### src/rtl/decimal_entry_accumulator.sv
// -----------------------------------------------------------------------------
// decimal_entry_accumulator
//
// Purpose:
//   Turns keypad presses into a binary value for a downstream holding register.
//   The block accepts up to MAX_DIGITS decimal digits and supports backspace and
//   clear-entry. On commit, it holds the accumulated value on `value` and raises
//   `enter` for exactly one cycle. The next cycle returns the entry to empty.
//
// Parameters:
//   WIDTH       width of value; must be able to hold 10**MAX_DIGITS-1
//   MAX_DIGITS  maximum decimal digits accepted per entry (fits in 3 bits)
//
// Ports:
//   clk          in   1      system clock, all logic on posedge
//   clr_n        in   1      synchronous active-low reset
//   digit        in   4      BCD digit code, used when a digit_key press is seen
//   digit_key    in   1      digit key level (held while pressed)
//   bksp_key     in   1      backspace key level
//   clear_key    in   1      clear-entry key level
//   commit_key   in   1      commit key level
//   value        out  WIDTH  current accumulated value (drives register D)
//   enter        out  1      one-cycle commit strobe (drives register enter)
//   digit_count  out  3      digits currently held, 0..MAX_DIGITS
//   err          out  1      one-cycle strobe: digit rejected (code>9 or full)
//   dbg_state    out  2      current FSM state (0 IDLE, 1 ENTRY, 2 FULL, 3 COMMIT)
//
// Handshake:
//   There is no valid/ready flow control.
//   - Keys are level inputs. Each key acts once, on the cycle its level is
//     first seen high.
//   - `enter` is a single-cycle strobe and the consumer cannot stall it.
//     `value` is stable during that cycle and is cleared on the following cycle.
// -----------------------------------------------------------------------------
module decimal_entry_accumulator #(
    parameter int WIDTH      = 14,
    parameter int MAX_DIGITS = 4
) (
    input  logic             clk,
    input  logic             clr_n,
    input  logic [3:0]       digit,
    input  logic             digit_key,
    input  logic             bksp_key,
    input  logic             clear_key,
    input  logic             commit_key,
    output logic [WIDTH-1:0] value,
    output logic             enter,
    output logic [2:0]       digit_count,
    output logic             err,
    output logic [1:0]       dbg_state
);

    typedef enum logic [1:0] {
        ST_IDLE   = 2'd0,
        ST_ENTRY  = 2'd1,
        ST_FULL   = 2'd2,
        ST_COMMIT = 2'd3
    } state_t;

    localparam int         EXT_W   = WIDTH + 4;
    localparam logic [2:0] MAX_CNT = 3'(MAX_DIGITS);

    // ------------------------------------------------------------------
    // Registered state
    // ------------------------------------------------------------------
    state_t           r_state;
    logic [WIDTH-1:0] r_value;
    logic [2:0]       r_count;
    logic             r_enter;
    logic             r_err;

    // Key history: the level seen on the previous edge.
    logic             r_digit_hist;
    logic             r_bksp_hist;
    logic             r_clear_hist;
    logic             r_commit_hist;

    // ------------------------------------------------------------------
    // Key events: the level is high now but was low on the previous edge
    // ------------------------------------------------------------------
    logic w_digit_ev;
    logic w_bksp_ev;
    logic w_clear_ev;
    logic w_commit_ev;

    assign w_digit_ev  = digit_key  & ~r_digit_hist;
    assign w_bksp_ev   = bksp_key   & ~r_bksp_hist;
    assign w_clear_ev  = clear_key  & ~r_clear_hist;
    assign w_commit_ev = commit_key & ~r_commit_hist;

    // ------------------------------------------------------------------
    // Datapath
    // ------------------------------------------------------------------
    logic             w_digit_ok;
    logic [WIDTH-1:0] w_appended;
    logic [WIDTH-1:0] w_div10;
    logic [2:0]       w_cnt_inc;
    logic [2:0]       w_cnt_dec;

    assign w_digit_ok = (digit <= 4'd9);

    // value*10 + digit is formed as (v<<3)+(v<<1)+d in a widened word, then
    // truncated. The FULL state stops the result from ever exceeding
    // 10**MAX_DIGITS-1, so the truncation never loses significant bits.
    assign w_appended = WIDTH'(({{4{1'b0}}, r_value} << 3)
                             + ({{4{1'b0}}, r_value} << 1)
                             + EXT_W'(digit));

    assign w_div10   = r_value / WIDTH'(10);
    assign w_cnt_inc = r_count + 3'd1;
    assign w_cnt_dec = r_count - 3'd1;

    // ------------------------------------------------------------------
    // FSM with registered outputs
    // Same-cycle priority is clear > commit > backspace > digit.
    // Only the highest-priority event present is considered. The others are
    // discarded, even when that event turns out to be a no-op (for example,
    // commit while IDLE).
    // ------------------------------------------------------------------
    always_ff @(posedge clk) begin
        if (!clr_n) begin
            r_state       <= ST_IDLE;
            r_value       <= '0;
            r_count       <= 3'd0;
            r_enter       <= 1'b0;
            r_err         <= 1'b0;
            // Reset the history high so that a key held through reset does
            // not act when reset is released.
            r_digit_hist  <= 1'b1;
            r_bksp_hist   <= 1'b1;
            r_clear_hist  <= 1'b1;
            r_commit_hist <= 1'b1;
        end else begin
            // History is tracked every cycle, in every state, including COMMIT.
            r_digit_hist  <= digit_key;
            r_bksp_hist   <= bksp_key;
            r_clear_hist  <= clear_key;
            r_commit_hist <= commit_key;

            // Both strobes default low, so each one lasts a single cycle.
            r_enter <= 1'b0;
            r_err   <= 1'b0;

            if (r_state == ST_COMMIT) begin
                // The value was held for the enter cycle. Start a fresh entry.
                // Any key events seen in this cycle are dropped.
                r_state <= ST_IDLE;
                r_value <= '0;
                r_count <= 3'd0;
            end else if (w_clear_ev) begin
                r_state <= ST_IDLE;
                r_value <= '0;
                r_count <= 3'd0;
            end else if (w_commit_ev) begin
                if (r_state != ST_IDLE) begin
                    r_state <= ST_COMMIT;
                    r_enter <= 1'b1;
                end
            end else if (w_bksp_ev) begin
                if (r_state != ST_IDLE) begin
                    r_value <= w_div10;
                    r_count <= w_cnt_dec;
                    r_state <= (w_cnt_dec == 3'd0) ? ST_IDLE : ST_ENTRY;
                end
            end else if (w_digit_ev) begin
                if (!w_digit_ok || (r_state == ST_FULL)) begin
                    r_err <= 1'b1;
                end else begin
                    // A leading zero still uses up a digit slot: the count
                    // rises even though the value stays 0.
                    r_value <= w_appended;
                    r_count <= w_cnt_inc;
                    r_state <= (w_cnt_inc == MAX_CNT) ? ST_FULL : ST_ENTRY;
                end
            end
        end
    end

    // ------------------------------------------------------------------
    // Outputs
    // ------------------------------------------------------------------
    assign value       = r_value;
    assign enter       = r_enter;
    assign digit_count = r_count;
    assign err         = r_err;
    assign dbg_state   = r_state;

endmodule
### config.mk
export PLATFORM = sky130hd
export DESIGN_NAME = decimal_entry_accumulator
export DESIGN_NICKNAME = d
export VERILOG_FILES = /design/src/rtl/decimal_entry_accumulator.sv
export SDC_FILE = /design/constraint.sdc
export NUM_CORES = 1
export LEC_CHECK = 0
export CORE_MARGIN = 4
export CORE_UTILIZATION = 50
export DETAILED_ROUTE_END_ITERATION = 10
export PLACE_DENSITY = 0.74
export SLEW_MARGIN = 20
export SYNTH_ARGS = -nofsm -noshare
export SYNTH_HDL_FRONTEND = slang
export SYNTH_SLANG_ARGS = --single-unit
### constraint.sdc
create_clock -name clk -period 5 [get_ports clk]
set_input_delay 0.5 -clock clk [delete_from_list [all_inputs] [get_ports clk]]
set_output_delay 0.5 -clock clk [all_outputs]
set_load 0.03 [all_outputs]
# Yosys cells after proc, flatten, opt, wreduce, memory -nomap -nowiden

Index checks and enable logic that the tools add are counted.

Memories: 0
Word-level logic and storage cells: 62
Output and inout port bits: 21
Bits in read-only memories: 0
Register bits after elaboration: 25
Memory bits (writable): 0
Latch bits: 0

Bitwise logic cells: 11
Reductions and logical operators: 11
Divide/modulo/power cells: 1
$lt $le $gt $ge: 1
Equal/unequal tests: 7
$add $sub $neg: 4
Shift operators: 0
$mul: 0
Multiplexer cells: 18

Operator list:

| kind                                                               | number |
|---|---|
| 14-bit two-way mux                                                 | 4 |
| 14-bit adder                                                       | 1 |
| 14-bit by 4-bit adder with 14-bit output                           | 1 |
| 14-bit by 4-bit divider with 14-bit output, second input constant  | 1 |
| 2-bit two-way mux                                                  | 7 |
| 3-bit two-way mux                                                  | 4 |
| 4-bit AND reduction                                                | 2 |
| 1-bit NOT                                                          | 7 |
| 6-bit OR reduction                                                 | 1 |
| 1-bit bitwise AND                                                  | 4 |
| 2-bit equality test, second input constant                         | 2 |
| 4-bit less-or-equal comparator, second input constant              | 1 |
| 2-bit by 1-bit != test with 1-bit output, second input constant    | 2 |
| 2-bit nonzero test                                                 | 2 |
| 4-bit OR reduction                                                 | 1 |
| 3-bit by 1-bit adder with 3-bit output, second input constant      | 1 |
| 3-bit equality test, second input constant                         | 1 |
| 3-bit zero test                                                    | 1 |
| 1-bit two-way mux                                                  | 3 |
| 3-bit != test, second input constant                               | 1 |
| 3-bit nonzero test                                                 | 1 |
| 3-bit OR reduction                                                 | 1 |
| 3-bit by 1-bit subtractor with 3-bit output, second input constant | 1 |
| 2-bit != test, second input constant                               | 1 |
| 2 further kinds                                                    | 2 |

# Depth between registers and ports, before layout

Word-level depth: 7
Depth in mapped cells: 16
Depth with buffers taken out: 15

# Worst setup path before layout

Ideal clock, no wire load.

Path kind: flip-flop to flip-flop
Start point: register r_value[10] (netlist: value[10])
End point: register r_value[1] (netlist: value[1])
Stages on the path, launching flop included: 15
Setup slack: 1.266 ns
Arrival: 3.647 ns
Buffers on the path: 2
Cells stage by stage: dfxtp_1 buf_2 and2b_2 xnor2_1 a211o_1 buf_6 a221o_1 or4b_4 a32oi_4 o32ai_2 or2_1 a211o_1 a2111oi_1 a211oi_1 o31ai_1

Word-level cells in the longest chain between the ends: 3

Ends and longest elaborated chain:

| what                                       | line | source |
|---|---|---|
| from (decl)                                | 67   | `logic [WIDTH-1:0] r_value;` |
| from (signal assigned)                     | 161  | `r_value <= w_div10;` |
| from (signal assigned)                     | 171  | `r_value <= w_appended;` |
| 14-bit by 4-bit divider with 14-bit output | 109  | `assign w_div10 = r_value / WIDTH'(10);` |
| 14-bit two-way mux                         | 160  | `if (r_state != ST_IDLE) begin` |
| 14-bit two-way mux                         | 159  | `end else if (w_bksp_ev) begin` |

Every way passes these cells. The select of a mux whose other input is x is not followed.
A chain may end at the register's enable or synchronous reset.

# Final worst setup path

Start point: register r_value[12] (netlist: value[12])
End point: register r_value[1] (netlist: value[1])

The elaborated chain is that of the path after synthesis.

==> key figures <==
Critical path
  – CP Launch Type: flip-flop
  – CP max stage delay: 0.72 ns
  – Crit path DAT: 4.43 ns
  – CP delay by family, top: compound AO/OA/AOI/OAI gates
  – Worst path cell trace: buf_4 > inv_2 > a211o_1 > a2bb2oi_1 > a21oi_2 > or4b_4 > a32oi_4 > a21oi_1 > a221o_1 > nor4_1 > a2111oi_1 > a211oi_1 > o31ai_1
  – WP data required: 5.15 ns
  – Bufs and invs on worst path: 2
  – CP endpoint kind: flip-flop
  – Crit Path Category: reg2reg
  – Worst Path Max Fanout: 19
  – Slowest stage cell, crit path: dfxtp_1

Synth
  – Cell with the most instances after synthesis: nor2_1
  – Number of flops mapped to enable cells by yosys: 0
  – Syn_area_per_cell: 7.61 µm²
  – Commonest cells in the synthesized netlist: nor2_1 (45), a21oi_1 (36), nand2_1 (30), ha_1 (26), dfxtp_1 (25)
  – Adder-Cell Fraction of Synth Area: 0.106
  – Mapped cell area: 3460 µm²
  – Yosys reg bits: 25
  – Post-Synth XOR/XNOR Area: 0.0666
  – Asr flop ratio synth: 0
  – Synth top area share: 0.145
  – Ys flop type: dfxtp_1
  – Largest cells by area after synthesis: dfxtp_1 (14%), ha_1 (9.4%), a21oi_1 (5.2%), nor2_1 (4.9%), a211oi_1 (4.6%)
  – Synth area leader: dfxtp_1
  – Simple-gate share of the synthesized area: 0.235
  – Sequential share of the synthesized area: 0.145
  – Post-synth cell types: 89
  – Synth Instances: 454
  – Mapped Nets: 492
  – Compound-cell area share of the yosys netlist: 0.361
  – Multiplexer share of the synthesized area: 0.00869
  – Main combinational cell family by area after synthesis: compound AO/OA/AOI/OAI gates
  – Number of synthesis warnings: 0

Clock network
  – Root Driver: clkbuf_8
  – Clk buf depth: 2
  – CTS clock-pin slew for the worst setup and hold paths: 0.10 ns
  – TritonCTS Buffers: 3
  – CTS Hold Bufs: 0
  – H-tree Lvls: 1
  – Setup bufs post-CTS: 0
  – CTS tree: done
  – Post-CTS resize count: 0
  – Worst-Skew Late Latency: 0.28 ns
  – Sink Count: 25

Final layout
  – Number of diodes: 0
  – Fill cells: 637
  – Layout overhead on the synthesized area: 10.6%
  – Final Instance Area: 3820 µm²
  – Final Instance Count excl. Fillers: 547
  – Share of cells above drive strength 1: 0.0985
  – Final nets: 506

STA
  – Tcrit/Tclk final: 0.856
  – Worst rel slew slack: 0.471
  – Fin Hold WS: 0.503 ns
  – Setup TNS: 0 ns
  – Worst-margin pin slew: 0.773 ns
  – Fmax achieved: 234 MHz
  – RSZ-0062 raised after global routing: false
  – Clock skew: 0.00590 ns
  – Pins Over Slew Limit: 0
  – Minimum clock period: 4.28 ns
  – Final setup viols: 0
  – Hold Fails Final Rpt: 0

Place
  – Placer Congestion: 0.897
  – HPWL Detailed: 6.85 mm
  – Dpl cells: 543
  – DP Area: 3770 µm²
  – Number of buffers added on ports: 30

Floorplan
  – Die W: 91.1 µm
  – Starting density of the core: 0.511
  – Vert. Die Dim: 91.1 µm
  – Io pins: 31
  – Total core area: 6760 µm²
  – Die area: 8310 µm²
  – FP Rows: 30

Power
  – Power Total: 666 µW
  – Power per standard cell area: 174 nW/µm²
  – VDD IR max: 0.133 mV
  – P_leak: 1.45 nW

Status
  – Outcome: completed

Global routing
  – Initial antenna violation count: 0
  – Total track usage: 0.216
  – Vias in the first global route: 3,243
  – Total grt overflow: 0
  – First-pass GRT wire length: 15.4 mm
  – Largest net degree at the start of global routing: 25

Route
  – Total wire length: 9.01 mm
  – DR iter-0 viols: 313
  – Wirelength per Cell: 16.5 µm
  – Drt drc: 0
  – Met2 WL: 4.26 mm
  – Uppermost layer routed: met4
  – Met3 routed WL: 516 µm
  – Routed Antenna Nets: 0
  – DR vias: 3,518
  – Met1 Wirelength: 4.13 mm
  – First-pass DRT Iterations: 5
  – Vias per inst: 6.43

Job
  – Max Cap Violations: 0

Worst hold path
  – Worst Hold Class: reg2reg
-- flip-flops by register name, indices dropped and copies added, names as in the netlist --
register and flops:
value 14, digit_count 3, dbg_state 2, enter 1
err 1, r_bksp_hist 1, r_clear_hist 1, r_commit_hist 1
r_digit_hist 1
-- path summary, 6_finish.rpt --
path,startpoint,endpoint,slack (ns),cells after the start
hold / removal,r_digit_hist,err,0.50,3
setup / recovery,value[12],value[1],0.72,13
setup reg to reg,value[12],value[1],0.72,13
hold reg to reg,r_digit_hist,err,0.50,3
-- placed cells by master, fill, tap and decap left out, types with 9 or more instances in the layout --
cell and n:
nand2b_1 9, a21oi_1 36, buf_4 13, inv_1 22
o21ai_0 14, ha_1 26, a211oi_1 21, dfxtp_1 25
nand2_1 30, nor2_1 45, xnor2_1 18, nor3_1 9
clkdlybuf4s50_1 30
-- where the power goes --
group	switching [mW]	internal, mW	total (mW)
logic	0.180	0.124	0.304
clock network	0.0742	0.0586	0.133
registers	0.0213	0.208	0.229
-- cell families (layout without fill, tap and decap cells) --
logic type | after synthesis | in the layout
simple gates | 151 | 151
flops | 25 | 25
mux | 3 | 3
compound gates | 166 | 166
xor+xnor | 23 | 23
fa+ha+maj | 28 | 28
buf+inv | 58 | 71
-- metal layers --
metal  global-route usage  vias to the layer above
met4               0.0452                        0
li1                     -                     1734
met1                0.304                     1635
met3               0.0124                       13
met2                0.362                      136
met5                    0                        -
-- worst min-delay path, stage by stage, from the launching register on --
cell,delay [ns]
dfxtp_1,0.33
nor2b_1,0.06
nand2_1,0.05
nor3_1,0.03
-- metrics by stage --
step            util  setup slack (ns)
6_report       0.566             0.719
5_1_grt        0.566             0.367
4_1_cts        0.566             0.814
3_5_place_dp   0.559             0.870
3_3_place_gp   0.559             0.880
2_1_floorplan      -              1.27
-- area by class of cell --
type / instances / area (µm²) / area share
multi-input combinational: 371 / 2690 / 0.702
sequential: 25 / 500 / 0.131
timing repair buffer: 43 / 398 / 0.104
tap: 80 / 100 / 0.0262
inverter: 24 / 90.1 / 0.0236
clock buffer: 3 / 41.3 / 0.0108
clock inverter: 1 / 8.76 / 0.00229
Note: power is estimated with default switching activity, not from simulation.
==> RTL edit 1: new RTL, same settings <==
Add an input register stage for `clr_n`, `digit`, `digit_key`, `bksp_key`, `clear_key` and `commit_key`; this delays them by one clock. Comments in the files are not updated.
--- a/src/rtl/decimal_entry_accumulator.sv
+++ b/src/rtl/decimal_entry_accumulator.sv
@@ -61,4 +61,20 @@
     localparam logic [2:0] MAX_CNT = 3'(MAX_DIGITS);
 
+    logic clr_n_q;
+    logic [3:0] digit_q;
+    logic digit_key_q;
+    logic bksp_key_q;
+    logic clear_key_q;
+    logic commit_key_q;
+
+    always_ff @(posedge clk) begin
+        clr_n_q      <= clr_n;
+        digit_q      <= digit;
+        digit_key_q  <= digit_key;
+        bksp_key_q   <= bksp_key;
+        clear_key_q  <= clear_key;
+        commit_key_q <= commit_key;
+    end
+
     // ------------------------------------------------------------------
     // Registered state
@@ -84,8 +100,8 @@
     logic w_commit_ev;
 
-    assign w_digit_ev  = digit_key  & ~r_digit_hist;
-    assign w_bksp_ev   = bksp_key   & ~r_bksp_hist;
-    assign w_clear_ev  = clear_key  & ~r_clear_hist;
-    assign w_commit_ev = commit_key & ~r_commit_hist;
+    assign w_digit_ev  = digit_key_q & ~r_digit_hist;
+    assign w_bksp_ev   = bksp_key_q & ~r_bksp_hist;
+    assign w_clear_ev  = clear_key_q & ~r_clear_hist;
+    assign w_commit_ev = commit_key_q & ~r_commit_hist;
 
     // ------------------------------------------------------------------
@@ -98,5 +114,5 @@
     logic [2:0]       w_cnt_dec;
 
-    assign w_digit_ok = (digit <= 4'd9);
+    assign w_digit_ok = (digit_q <= 4'd9);
 
     // value*10 + digit is formed as (v<<3)+(v<<1)+d in a widened word, then
@@ -105,5 +121,5 @@
     assign w_appended = WIDTH'(({{4{1'b0}}, r_value} << 3)
                              + ({{4{1'b0}}, r_value} << 1)
-                             + EXT_W'(digit));
+                             + EXT_W'(digit_q));
 
     assign w_div10   = r_value / WIDTH'(10);
@@ -119,5 +135,5 @@
     // ------------------------------------------------------------------
     always_ff @(posedge clk) begin
-        if (!clr_n) begin
+        if (!clr_n_q) begin
             r_state       <= ST_IDLE;
             r_value       <= '0;
@@ -133,8 +149,8 @@
         end else begin
             // History is tracked every cycle, in every state, including COMMIT.
-            r_digit_hist  <= digit_key;
-            r_bksp_hist   <= bksp_key;
-            r_clear_hist  <= clear_key;
-            r_commit_hist <= commit_key;
+            r_digit_hist  <= digit_key_q;
+            r_bksp_hist   <= bksp_key_q;
+            r_clear_hist  <= clear_key_q;
+            r_commit_hist <= commit_key_q;
 
             // Both strobes default low, so each one lasts a single cycle.
Behaviour: not the same (Yosys sat finds a counterexample within 4 cycles, from zero or initial values).
==> RTL edit 1 against the unedited design <==
  * Largest power group is now registers
  * Design area fell by 1.9%
  * Clock power is 48% higher
  * Final cell count shrank 7.7%
  * Sequential cell count rose by 9
  * Non-clock buffer count fell by 10
  * Sequential power rose by 35%
  * Area after synthesis down 0.29%
  * Routed wire length is 9.0% lower
  * Count of clock-buffer cells in the layout is 3 higher
  * Total power is 18% higher
  * Worst setup slack got worse by 0.12 ns
==> RTL edit 1: results (changes against the unedited design) <==
| Metric | Value |
|---|---|
| Clock root cell | `clkbuf_8 (unchanged)` |
| Worst Hold End | `r_commit_hist (was err)` |
| Synthesized Nets | `453 (was 492)` |
| Post-CTS Resized | `0 (unchanged)` |
| Status | `completed (unchanged)` |
| Relative slew slack | `30.88% (was 47.14%)` |
| Cell variety after synth | `91 (was 89)` |
| Register area share after synthesis | `19.75% (was 14.48%)` |
| Hold Path Depth | `1 (was 3)` |
| Count of final setup violators | `0 (unchanged)` |
| Reg-to-reg endpoint | `value[0] (was value[1])` |
| Ys Warns | `0 (unchanged)` |
| Vias in the first global route | `2991 (was 3243)` |
| Largest cells by area after synthesis | `dfxtp_1 (20%), ha_1 (9.4%), xnor2_1 (4.8%), a211oi_1 (4.4%), a21oi_1 (3.8%) (was dfxtp_1 (14%), ha_1 (9.4%), a21oi_1 (5.2%), nor2_1 (4.9%), a211oi_1 (4.6%))` |
| Clock edge transition at the registers on the reported setup and hold paths | `0.07 ns (was 0.10 ns)` |
| First-pass GRT wire length | `14090 µm (was 15390 µm)` |
| Crit-path max FO | `23 (was 19)` |
| CTS Buf Count | `5 (was 3)` |
| Pin count of the biggest net entering global routing | `24 (was 25)` |
| Final #Nets | `465 (was 506)` |
| Worst reg-to-reg path cell count | `12 (was 13)` |
| Final GP Congestion | `0.9340 (was 0.8965)` |
| Lkg Pwr | `0.001424 µW (was 0.001452 µW)` |
| Crit path DAT | `4.52 ns (was 4.43 ns)` |
| Final HPWL DP | `5977 µm (was 6853 µm)` |
| DR vias | `3227 (was 3518)` |
| Maximum VDD drop | `0.2032 mV (was 0.1330 mV)` |
| Fillers | `628 (was 637)` |
| Setup crit start | `value[9] (was value[12])` |
| H-tree Lvls | `2 (was 1)` |
| Worst Hold Launch | `commit_key_q (was r_digit_hist)` |
| Drt pass-1 iters | `4 (was 5)` |
| GRT Total Usage | `19.86% (was 21.56%)` |
| Reg2reg setup slack | `0.60 ns (was 0.72 ns)` |
| Diodes inserted | `0 (unchanged)` |
| Max reg flops | `14 (unchanged)` |
| Hold Crit Class | `flop to flop (unchanged)` |
| Share of cells above drive strength 1 | `9.112% (was 9.850%)` |
| Ys async rst share | `0% (unchanged)` |
| Maximum clock path buffer count | `2 (unchanged)` |
| I/O Buffers | `30 (unchanged)` |
| Setup Skew | `0.005093 ns (was 0.005904 ns)` |
| Post-synth top cells | `dfxtp_1 (34), nor2_1 (33), a21oi_1 (26), ha_1 (26), nand2_1 (21) (was nor2_1 (45), a21oi_1 (36), nand2_1 (30), ha_1 (26), dfxtp_1 (25))` |
| Worst skew pair latency | `0.28 ns (about the same)` |
| Post-CTS Setup Bufs | `0 (unchanged)` |
| Initial antenna violation count | `0 (unchanged)` |
| Global route overflow | `0 (unchanged)` |
| Wire length per cell | `16.22 µm (was 16.46 µm)` |
| Cell Area, Placed | `0.003666 mm² (was 0.003774 mm²)` |
| DR iter-0 viols | `223 (was 313)` |
[RTL edit 1: cell count changes after synthesis, sizes merged, moves of 6 or more]
cell,before,now
nand3,8,15
nor2,45,33
dfxtp,25,34
nand2,30,21
o21ai,16,22
a21oi,37,29
[RTL edit 1: kinds of logic after synthesis]
logic type	after synthesis	share of synthesized area, %
adder cells (fa/ha/maj)	29	10.89
AO/OA/AOI/OAI	145	31.81
AND/OR/NAND/NOR	136	23.35
XOR/XNOR	23	6.064
multiplexers	1	0.2905
buffers and inverters	47	7.842
flip-flops	34	19.75
[RTL edit 1: critical path, stage by stage, from the launching register on]
cell and delay [ns]:
dfxtp_1 0.91, and2b_1 0.31, xnor2_1 0.17, o41ai_1 0.11
a211oi_1 0.74, a211oi_1 0.24, and2_1 0.26, a21o_4 0.21
xnor2_2 0.17, or4b_1 0.56, and4b_1 0.22, o311ai_2 0.22
a31oi_1 0.13
[RTL edit 1: routing by layer]
layer	global-route usage, %	vias up	share of wire (%)
li1	-	1586	-
met1	26.97	1527	46
met2	32.50	105	48
met3	2.810	9	4.8
met4	6.407	0	1.2
met5	0	-	0
[RTL edit 1: how the worst max path moves through the flow]
stage	to	slack [ns]	cells after the start
2_1_floorplan	value[0]	1.39	13
3_3_place_gp	value[0]	0.80	11
3_5_place_dp	value[0]	0.69	12
4_1_cts	value[0]	0.67	12
5_1_grt	value[0]	0.22	11
6_report	value[0]	0.60	12
[RTL edit 1: per-stage QoR]
| step | util (%) | setup WS (ns) | hold slack [ns] | instances |
|---|---|---|---|---|
| 6_report | 57.45 | 0.5987 | 0.4324 | 505 |
| 5_1_grt | 57.45 | 0.2158 | 0.4566 | 505 |
| 4_1_cts | 57.45 | 0.6705 | 0.4345 | 505 |
| 3_5_place_dp | 56.13 | 0.6938 | 0.4201 | 497 |
| 3_3_place_gp | 56.13 | 0.8034 | 0.4072 | 497 |
| 2_1_floorplan | - | 1.393 | 0.4023 | 415 |
[RTL edit 1: cell type report]
type | count | area (µm²) | share of cell area [%]
timing repair buffer | 33 | 322.8 | 8.603
tap | 77 | 96.34 | 2.568
inverter | 19 | 71.32 | 1.901
multi-input combinational | 334 | 2495 | 66.49
clock inverter | 2 | 13.76 | 0.3668
clock buffer | 6 | 72.57 | 1.934
sequential | 34 | 680.7 | 18.14
[RTL edit 1: report_power, final]
part	internal (µW)	total (µW)	switching, µW
Sequential	284	309	25.5
Combinational	121	281	159
Clock	98.1	197	98.6
Total	503	787	283
==> RTL edit 2: new RTL, same settings <==
Made on the original files. The parameter `WIDTH` goes from 14 to 7.
--- a/src/rtl/decimal_entry_accumulator.sv
+++ b/src/rtl/decimal_entry_accumulator.sv
@@ -34,5 +34,5 @@
 // -----------------------------------------------------------------------------
 module decimal_entry_accumulator #(
-    parameter int WIDTH      = 14,
+    parameter int WIDTH      = 7,
     parameter int MAX_DIGITS = 4
 ) (
Interface: changed (resized value); port bits go from 31 to 24. No check against the original RTL was run, so the function may have changed too.
==> RTL edit 2 against the unedited design <==
  * Critical endpoint is now value[6]
  * Critical path depth shrank 6
  * Highest routed layer unchanged
  * Non-clock buffer count fell by 20
  * Sequential cell count shrank 7
  * Fmax is 71% higher
  * Utilization increased by 9.5 points
  * Routed wire length fell by 69%
  * Clock power down 33%
  * Design area fell by 60%
  * Worst setup slack gained 1.8 ns
  * Total power shrank 56%
  * Area after synthesis decreased by 64%
==> RTL edit 2: results (changes against the unedited design) <==
| Metric | Value |
|---|---|
| Compound-Gate Fraction of Synth Area | `23.98% (was 36.13%)` |
| Setup crit start | `digit[3] (was value[12])` |
| Share of cells above drive strength 1 | `7.927% (was 9.850%)` |
| Lkg Pwr | `0.0005964 µW (was 0.001452 µW)` |
| Met1 Use GR | `20.92% (was 30.43%)` |
| Mapped Cells | `144 (was 454)` |
| CP top delay family | `adder cells (was compound AO/OA/AOI/OAI gates)` |
| I/O Buffers | `23 (was 30)` |
| Clock root cell | `clkbuf_4 (was clkbuf_8)` |
| Worst setup path endpoint | `value[6] (was value[1])` |
| Worst reg-to-reg path cell count | `6 (was 13)` |
| Pin count of the biggest net entering global routing | `18 (was 25)` |
| Worst stage delay on the critical path | `0.50 ns (was 0.72 ns)` |
| Slowest cell on crit path | `clkdlybuf4s50_1 (was dfxtp_1)` |
| Worst Hold End | `digit_count[2] (was err)` |
| Status | `completed (unchanged)` |
| First-pass GRT wire length | `4602 µm (was 15390 µm)` |
| Adder-cell share of the synthesized area | `15.92% (was 10.57%)` |
| Routing usage on met3 | `3.118% (was 1.243%)` |
| Drt pass-1 iters | `4 (was 5)` |
| Maximum VDD drop | `0.1860 mV (was 0.1330 mV)` |
| Reg2reg setup slack | `2.54 ns (was 0.72 ns)` |
| Placement Setup Slack | `2.193 ns (was 0.8704 ns)` |
| Hold Path Depth | `2 (was 3)` |
| Final HPWL DP | `2149 µm (was 6853 µm)` |
| Fin crit share | `49.93% (was 85.62%)` |
| GRT Total Usage | `17.33% (was 21.56%)` |
| WL met3 | `117 µm (was 516 µm)` |
| Met2 usage | `30.16% (was 36.24%)` |
| Post-synth top cells | `dfxtp_1 (18), a21oi_1 (14), ha_1 (12), nor2_1 (10) (was nor2_1 (45), a21oi_1 (36), nand2_1 (30), ha_1 (26), dfxtp_1 (25))` |
| Final GP Congestion | `0.8364 (was 0.8965)` |
| Cell variety after synth | `45 (was 89)` |
| Synthesized Nets | `168 (was 492)` |
| Register area share after synthesis | `28.66% (was 14.48%)` |
| DR iter-0 viols | `43 (was 313)` |
| Relative slew slack | `48.79% (was 47.14%)` |
| Fillers | `195 (was 637)` |
| Final #Nets | `189 (was 506)` |
| Setup Skew | `0.007622 ns (was 0.005904 ns)` |
| Crit path DAT | `2.68 ns (was 4.43 ns)` |
| Worst r2r src | `value[2] (was value[12])` |
## RTL edit 2: changes by cell type after synthesis, sizes merged, moves of 14 or more
cell	before	now
a211oi	22	4
nand2	30	9
ha	26	12
buf	19	5
xnor2	19	4
nor2	45	11
a21oi	37	15
inv	24	9
## RTL edit 2: final cells by class
class                           count  area (µm²)  share of cell area [%]
Multi-Input combinational cell    110       822.0                   54.16
Sequential cell                    18       360.3                   23.74
Inverter                            9       33.78                   2.226
Timing Repair Buffer               23       230.2                   15.17
Tap cell                           28       35.03                   2.308
Clock buffer                        4       36.28                   2.391
## RTL edit 2: power by group
| group | leakage, µW | internal, µW | switching [µW] | total (µW) |
|---|---|---|---|---|
| logic | 0.000429 | 23.1 | 26.4 | 49.4 |
| clock network | 0.0000210 | 44.3 | 44.9 | 89.2 |
| registers | 0.000147 | 147 | 4.27 | 151 |
| total | 0.000596 | 215 | 75.5 | 290 |
